<file path="src/rtl/aes_display_feeder.sv">
// Holds one 128-bit AES result for Segment_Control and generates its scan and page clocks.
// Define RESTART_ON_LOAD_EN to restart the page divider and page index on every load.
module aes_display_feeder #(
    parameter int unsigned SCAN_HALF     = 50000,
    parameter int unsigned PAGE_HALF     = 250000000,
    parameter int unsigned MIN_ROTATIONS = 1
) (
    input  logic         clk,
    input  logic         rst,
    input  logic         in_valid,
    input  logic [127:0] in_data,
    output logic         in_ready,
    output logic [127:0] data_out,
    output logic         clk_1khz,
    output logic         clk_5sec,
    output logic [1:0]   page,
    output logic         busy
);

    localparam int unsigned SCAN_W = (SCAN_HALF > 1) ? $clog2(SCAN_HALF) : 1;
    localparam int unsigned PAGE_W = (PAGE_HALF > 1) ? $clog2(PAGE_HALF) : 1;
    localparam logic [SCAN_W-1:0] SCAN_LAST  = SCAN_W'(SCAN_HALF - 1);
    localparam logic [PAGE_W-1:0] PAGE_LAST  = PAGE_W'(PAGE_HALF - 1);
    localparam logic [5:0]        ROT_TARGET = 6'(4 * MIN_ROTATIONS);

    typedef enum logic [1:0] {
        S_EMPTY,
        S_LOCKED,
        S_OPEN
    } state_t;

    state_t              state_q;
    logic [127:0]        data_q;
    logic [5:0]          rot_cnt_q;
    logic                busy_q;
    logic [SCAN_W-1:0]   scan_cnt_q, scan_cnt_d;
    logic                clk_1khz_q, clk_1khz_d;
    logic [PAGE_W-1:0]   page_cnt_q, page_cnt_d;
    logic                clk_5sec_q, clk_5sec_d;
    logic [1:0]          page_q, page_d;
    logic                page_rise;
    logic                transfer;

    assign in_ready  = (state_q != S_LOCKED) && !rst;
    assign transfer  = in_valid && in_ready;
    assign page_rise = (page_cnt_q == PAGE_LAST) && !clk_5sec_q;

    // NOTE: every always_comb output gets a default first so no path leaves it unassigned (no latch).
    always_comb begin
        scan_cnt_d = scan_cnt_q + 1'b1;
        clk_1khz_d = clk_1khz_q;
        if (scan_cnt_q == SCAN_LAST) begin
            scan_cnt_d = '0;
            clk_1khz_d = ~clk_1khz_q;
        end

        page_cnt_d = page_cnt_q + 1'b1;
        clk_5sec_d = clk_5sec_q;
        if (page_cnt_q == PAGE_LAST) begin
            page_cnt_d = '0;
            clk_5sec_d = ~clk_5sec_q;
        end
        page_d = page_rise ? page_q + 2'd1 : page_q;
`ifdef RESTART_ON_LOAD_EN
        if (transfer) begin
            page_cnt_d = '0;
            clk_5sec_d = 1'b0;
            page_d     = '0;
        end
`endif
    end

    // NOTE: sequential state uses non-blocking assignments so all registers update from pre-edge values.
    always_ff @(posedge clk or posedge rst) begin
        if (rst) begin
            scan_cnt_q <= '0;
            clk_1khz_q <= 1'b0;
            page_cnt_q <= '0;
            clk_5sec_q <= 1'b0;
            page_q     <= '0;
        end else begin
            scan_cnt_q <= scan_cnt_d;
            clk_1khz_q <= clk_1khz_d;
            page_cnt_q <= page_cnt_d;
            clk_5sec_q <= clk_5sec_d;
            page_q     <= page_d;
        end
    end

    // A page rise on the load edge is dropped: Segment_Control may have latched the old word.
    always_ff @(posedge clk or posedge rst) begin
        if (rst) begin
            state_q   <= S_EMPTY;
            data_q    <= '0;
            rot_cnt_q <= '0;
            busy_q    <= 1'b0;
        end else if (transfer) begin
            state_q   <= S_LOCKED;
            data_q    <= in_data;
            rot_cnt_q <= '0;
            busy_q    <= 1'b1;
        end else if (state_q == S_LOCKED && page_rise) begin
            rot_cnt_q <= rot_cnt_q + 6'd1;
            if (rot_cnt_q + 6'd1 == ROT_TARGET) begin
                state_q <= S_OPEN;
                busy_q  <= 1'b0;
            end
        end
    end

    assign data_out = data_q;
    assign clk_1khz = clk_1khz_q;
    assign clk_5sec = clk_5sec_q;
    assign page     = page_q;
    assign busy     = busy_q;

endmodule

</file>
<file path="config.mk">
export PLATFORM = sky130hd
export DESIGN_NAME = aes_display_feeder
export DESIGN_NICKNAME = d
export VERILOG_FILES = /design/src/rtl/aes_display_feeder.sv
export SDC_FILE = /design/constraint.sdc
export NUM_CORES = 1
export LEC_CHECK = 0
export CAP_MARGIN = 20
export CELL_PAD_IN_SITES_DETAIL_PLACEMENT = 2
export CELL_PAD_IN_SITES_GLOBAL_PLACEMENT = 2
export CORE_AREA = 2 2 164 166
export CTS_CLUSTER_DIAMETER = 80
export CTS_CLUSTER_SIZE = 30
export DETAILED_ROUTE_END_ITERATION = 10
export DIE_AREA = 0 0 166 168
export GPL_TIMING_DRIVEN = 0
export MAX_ROUTING_LAYER = met4
export PLACE_DENSITY_LB_ADDON = 0.1
export SLEW_MARGIN = 20
export SYNTH_ARGS = -nofsm -noshare
export SYNTH_HDL_FRONTEND = slang
export SYNTH_SLANG_ARGS = --single-unit
</file>
<file path="constraint.sdc">
create_clock -name clk -period 8.7 [get_ports clk]
set_clock_uncertainty 0.15 [all_clocks]
set_input_delay 1.74 -clock clk [delete_from_list [all_inputs] [get_ports clk]]
set_output_delay 1.74 -clock clk [all_outputs]
set_load 0.03 [all_outputs]
</file>
* Yosys cells after proc, flatten, opt, wreduce, memory -nomap -nowiden
Index checks and enable logic that the tools add are counted.
** Operators by class
- Eq/ne operators :: 5
- Bitwise gates (word level) :: 2
- Multiplexer cells :: 10
- Reductions and logical operators :: 9
- Shift operators :: 0
- $lt $le $gt $ge :: 0
- Div/mod/pow operators :: 0
- $mul :: 0
- $add $sub $neg :: 4
** Operators by type and width (count)
- adder 28 x 1 -> 28 bit, second input constant :: 1
- equality test 28 bit, second input constant :: 1
- two-way mux 28 bit :: 1
- adder 16 x 1 -> 16 bit, second input constant :: 1
- equality test 16 bit, second input constant :: 1
- two-way mux 16 bit :: 1
- two-way mux 6 bit :: 2
- adder 6 x 1 -> 6 bit, second input constant :: 1
- equality test 6 x 3 -> 1 bit, second input constant :: 1
- two-way mux 2 bit :: 3
- logical AND 1 bit :: 4
- nonzero test 2 bit :: 2
- two-way mux 1 bit :: 3
- adder 2 x 1 -> 2 bit, second input constant :: 1
- equality test 2 x 1 -> 1 bit, second input constant :: 1
- logical NOT 1 bit :: 2
- != test 2 x 1 -> 1 bit, second input constant :: 1
- inverter 1 bit :: 2
- AND reduction 2 bit :: 1
** Storage, ports and cells
- Input bits :: 131
- Register bits :: 185
- Logic and storage cells :: 39
- Memory bits (read-only) :: 0
- Bits in latches :: 0
- Output and inout bits :: 134
- RAM bits :: 0
- Memories :: 0

* Logic depth before layout (Yosys ltp)
- Depth in word-level cells :: 5
- Mapped depth :: 7
- Depth with buffers taken out :: 5

* Least setup slack after synthesis
Ideal clock, no wire load.
- Kind :: input to output
- From :: input rst
- To :: output in_ready
- Buffers on the path :: 0
- Data arrival time :: 6.118 ns
- Slack :: 0.692 ns
- Cell stages on the path :: 2
- Required time :: 6.810 ns
- Cells stage by stage :: inv_1 -> o21a_1
** Between the ends
- Word-level cells in the longest chain between the ends :: 2
** Ends and longest elaborated chain
- start, declared :: line 9 : input logic rst,
- logical NOT 1 bit (no line)
- logical AND 1 bit :: line 44 : assign in_ready = (state_q != S_LOCKED) && !rst;
- end, declared :: line 12 : output logic in_ready,
Every way passes these cells.

* Final worst setup path
Ends and elaborated chain as after synthesis.

==> summary.md <==
| Metric | Value |
|---|---|
| Status | complete, no violations |
| Met3 wire length | 730 µm |
| Syn avg cell area | 14.1 µm² |
| Drt drc | 0 |
| Fillers | 2,610 |
| Worst Setup End Kind | output port |
| Hold path depth | 1 |
| Register area share after synthesis | 61.3% |
| Worst hold margin | 0.322 ns |
| Yosys cell types | 47 |
| Drt first pass iters | 4 |
| Clock root cell | clkbuf_16 |
| R2R depth | 5 |
| Initial Util | 28.5% |
| Nets | 950 |
| Crit path max fanout | 95 |
| Top-Level Pins | 265 |
| Relative slew margins | between 40% and 50% |
| Hold Buf Count CTS | 0 |
| Area Growth Syn to Fin | 49.2% |
| # placed instances | 1,138 |
| Overall power | around 3800 µW |
| Routed vias | 5,469 |
| GRT Residual Overflow | 0 |
| Syn. warnings | 0 |
| Max Cap Viol | 0 |
| Multi-input logic area | 2780 µm² |
| Met1 Wirelength | 8270 µm |
| H-Tree Depth | 4 |
| Syn Inst Count | 532 |
| Row cnt | 60 |
| Fin. Hold Viols | 0 |
| Slew at the pin closest to its max-slew limit | 0.844 ns |
| Sw frac | 38.6% |
| First-pass GRT wire length | roughly 37,000 µm |
| Lkg Pwr | approximately 0.0047 µW |
| Layout cells sized above 1 | 22.9% |
| Peak VDD IR | approximately 150 µV |
| Metal2 WL | 13,400 µm |
| Synthesis-stage register bit count | 184 |
| IO Port Bufs | 264 |
| Largest net degree at the start of global routing | 96 |
| Worst-Skew Late Latency | approximately 0.43 ns |
| Routed WL | between 20,000 and 25,000 µm |
| Setup ws final | 2.69 ns |
| Syn nets | 666 |
| RSZ-0062 raised after global routing | no |
| Final setup fails | 0 |
| Switching Power | 1470 µW |
| Min Tclk post-route | 6.01 ns |
| Fmax | approximately 0.17 GHz |
| Clock Path Buffers | 2 |
| Die X | 166 µm |
| Initial DRC Count | 173 |
| Slew Limit Fails | 0 |
| Final period util | 69.1% |
| Die height | 168 µm |
| Total Routing Usage GR | 17.3% |
| # resized after CTS | 0 |
| Vias/cell | 4.67 |
| Max layer used | met4 |
| Clk pin slew, worst setup/hold paths | 0.07 ns |
| Core area | 26,400 µm² |
| CTS tree | yes |
| Drt wl/cell | 19.4 µm |
| Number of setup buffers added after CTS | 0 |
| Number of synthesized flops with an enable pin | 0 |
| P_int | 2330 µW |
| Main synth FF type | dfrtp_1 |
| GP Congestion | 0.797 |
| CTS Sinks | 184 |
| Arr. time, crit path | 4.12 ns |
| Required @ worst endpoint | 6.81 ns |
| Asr flop ratio synth | 100% |
| Commonest cells after routing, fill and taps aside | 264 x clkdlybuf4s50_1, 184 x dfrtp_1, 128 x mux2_2 |
| Layout Cells excl Fill | 1,172 |
| Startpoint Class | primary input |
| Initial antenna violation count | 2 |
| Clock network power share | 20.2% |
| Seq pwr share | 34.9% |
| Post-route ant nets | 0 |
| Pre-CTS setup slack | 2.57 ns |
| Comb pwr share | 45.0% |
| Worst Setup Path Type | in2out |
| Area of the die | 27,900 µm² |
| Hold Crit Class | reg2reg |
| FF/Latch Area | ~4600 µm² |
| Total CTS buffers | 17 |
| Pwr Density | approximately 340 nW/µm² |
| Most common cell after layout, fill and taps aside | clkdlybuf4s50_1 |
| Vias in the first global route | 6,348 |
| Post-DP HPWL | 17,000 µm |
| Mapped Area | 7510 µm² |
## metal layers
layer  up-vias  global-route usage, %
met5         -                      -
met4         0                   5.10
met3        18                   3.36
met2       105                   33.0
met1      2848                   17.9
li1       2498                      -
## final timing paths
| path | from | to | slack, ns |
|---|---|---|---|
| worst max-delay path | rst | in_ready | 2.69 |
| worst min-delay path | page[1]$_DFFE_PP0P_ | page[1]$_DFFE_PP0P_ | 0.32 |
| worst max register to register | state_q[0]$_DFFE_PP0P_ | data_out[125]$_DFFE_PP0N_ | 6.29 |
| worst min register to register | page[1]$_DFFE_PP0P_ | page[1]$_DFFE_PP0P_ | 0.32 |
| max in group asynchronous | rst | page_cnt_q[24]$_DFF_PP0_ | 5.85 |
| min in group asynchronous | rst | data_out[104]$_DFFE_PP0N_ | 1.67 |
## synthesized netlist by cell type, types with 2 or more instances
| cell type | n | area share, % |
|---|---|---|
| and2_1 | 2 | 0.17 |
| o31ai_1 | 5 | 0.50 |
| nor2_1 | 11 | 0.55 |
| o22ai_1 | 2 | 0.17 |
| xnor2_1 | 10 | 1.2 |
| clkbuf_1 | 3 | 0.15 |
| nand3b_1 | 2 | 0.20 |
| o211ai_1 | 4 | 0.40 |
| xor2_1 | 20 | 2.3 |
| nand4_1 | 16 | 1.3 |
| nor2b_1 | 2 | 0.17 |
| o21ai_0 | 13 | 0.87 |
| o21a_1 | 2 | 0.20 |
| mux2i_1 | 3 | 0.40 |
| nand3_1 | 16 | 1.1 |
| or4_1 | 6 | 0.60 |
| dfrtp_1 | 184 | 61 |
| and4_1 | 8 | 0.93 |
| buf_2 | 16 | 1.1 |
| and4bb_1 | 2 | 0.33 |
| inv_1 | 6 | 0.30 |
| nor3_1 | 6 | 0.40 |
| nand2_1 | 18 | 0.90 |
| nor4_1 | 2 | 0.17 |
| ha_1 | 3 | 0.50 |
| or3_1 | 10 | 0.83 |
| a21oi_1 | 10 | 0.67 |
| nor4b_2 | 2 | 0.40 |
| mux2_2 | 128 | 19 |
| and3_1 | 3 | 0.25 |
## layout make-up
type / instances / area share (%)
diodes: 2 / 0.0447
plain buffers: 21 / 0.927
clock buffers: 18 / 3.83
clock inverters: 14 / 1.41
inverters: 6 / 0.268
multi-input cells: 321 / 24.8
flip-flops and latches: 184 / 41.1
well taps: 341 / 3.81
repair buffers: 265 / 23.8
## through the flow
step                utilization [%]  area [µm²]  setup TNS, ns
floorplan                         -        7510              0
global placement               40.2       10600        -332.64
detailed placement             40.3       10600              0
CTS                            42.5       11200              0
global route                   42.5       11200              0
finish                         42.5       11200              0
## power groups by stage
stage | sequential (µW) | clock (µW) | combinational, µW
2_1_floorplan | 1940 | 0 | 304
3_3_place_gp | 1320 | 0 | 1710
3_5_place_dp | 1340 | 0 | 1730
4_1_cts | 1330 | 800 | 1740
5_1_grt | 1370 | 834 | 1780
6_report | 1320 | 766 | 1710
## worst max-delay path, stage by stage
cell	delay [ns]
clkdlybuf4s50_1	0.50
inv_8	0.50
buf_16	0.46
o21a_1	0.19
clkdlybuf4s50_1	0.67
## kinds of logic after synthesis
kind of cell | Yosys count | share of synthesized area (%)
muxes | 131 | 19.6
DFF | 184 | 61.3
AOI/OAI and AO/OA | 39 | 3.15
adders and majority gates | 3 | 0.500
and+or+nand+nor | 118 | 10.3
buffers and inverters | 27 | 1.68
xor gates and xnor gates | 30 | 3.50
## flip-flops by register name (all words and copies together), names as in the netlist
register,count
data_out,128
page_cnt_q,28
scan_cnt_q,16
rot_cnt_q,6
page,2
state_q,2
clk_1khz,1
clk_5sec,1
Note: power is estimated with default switching activity, not from simulation.
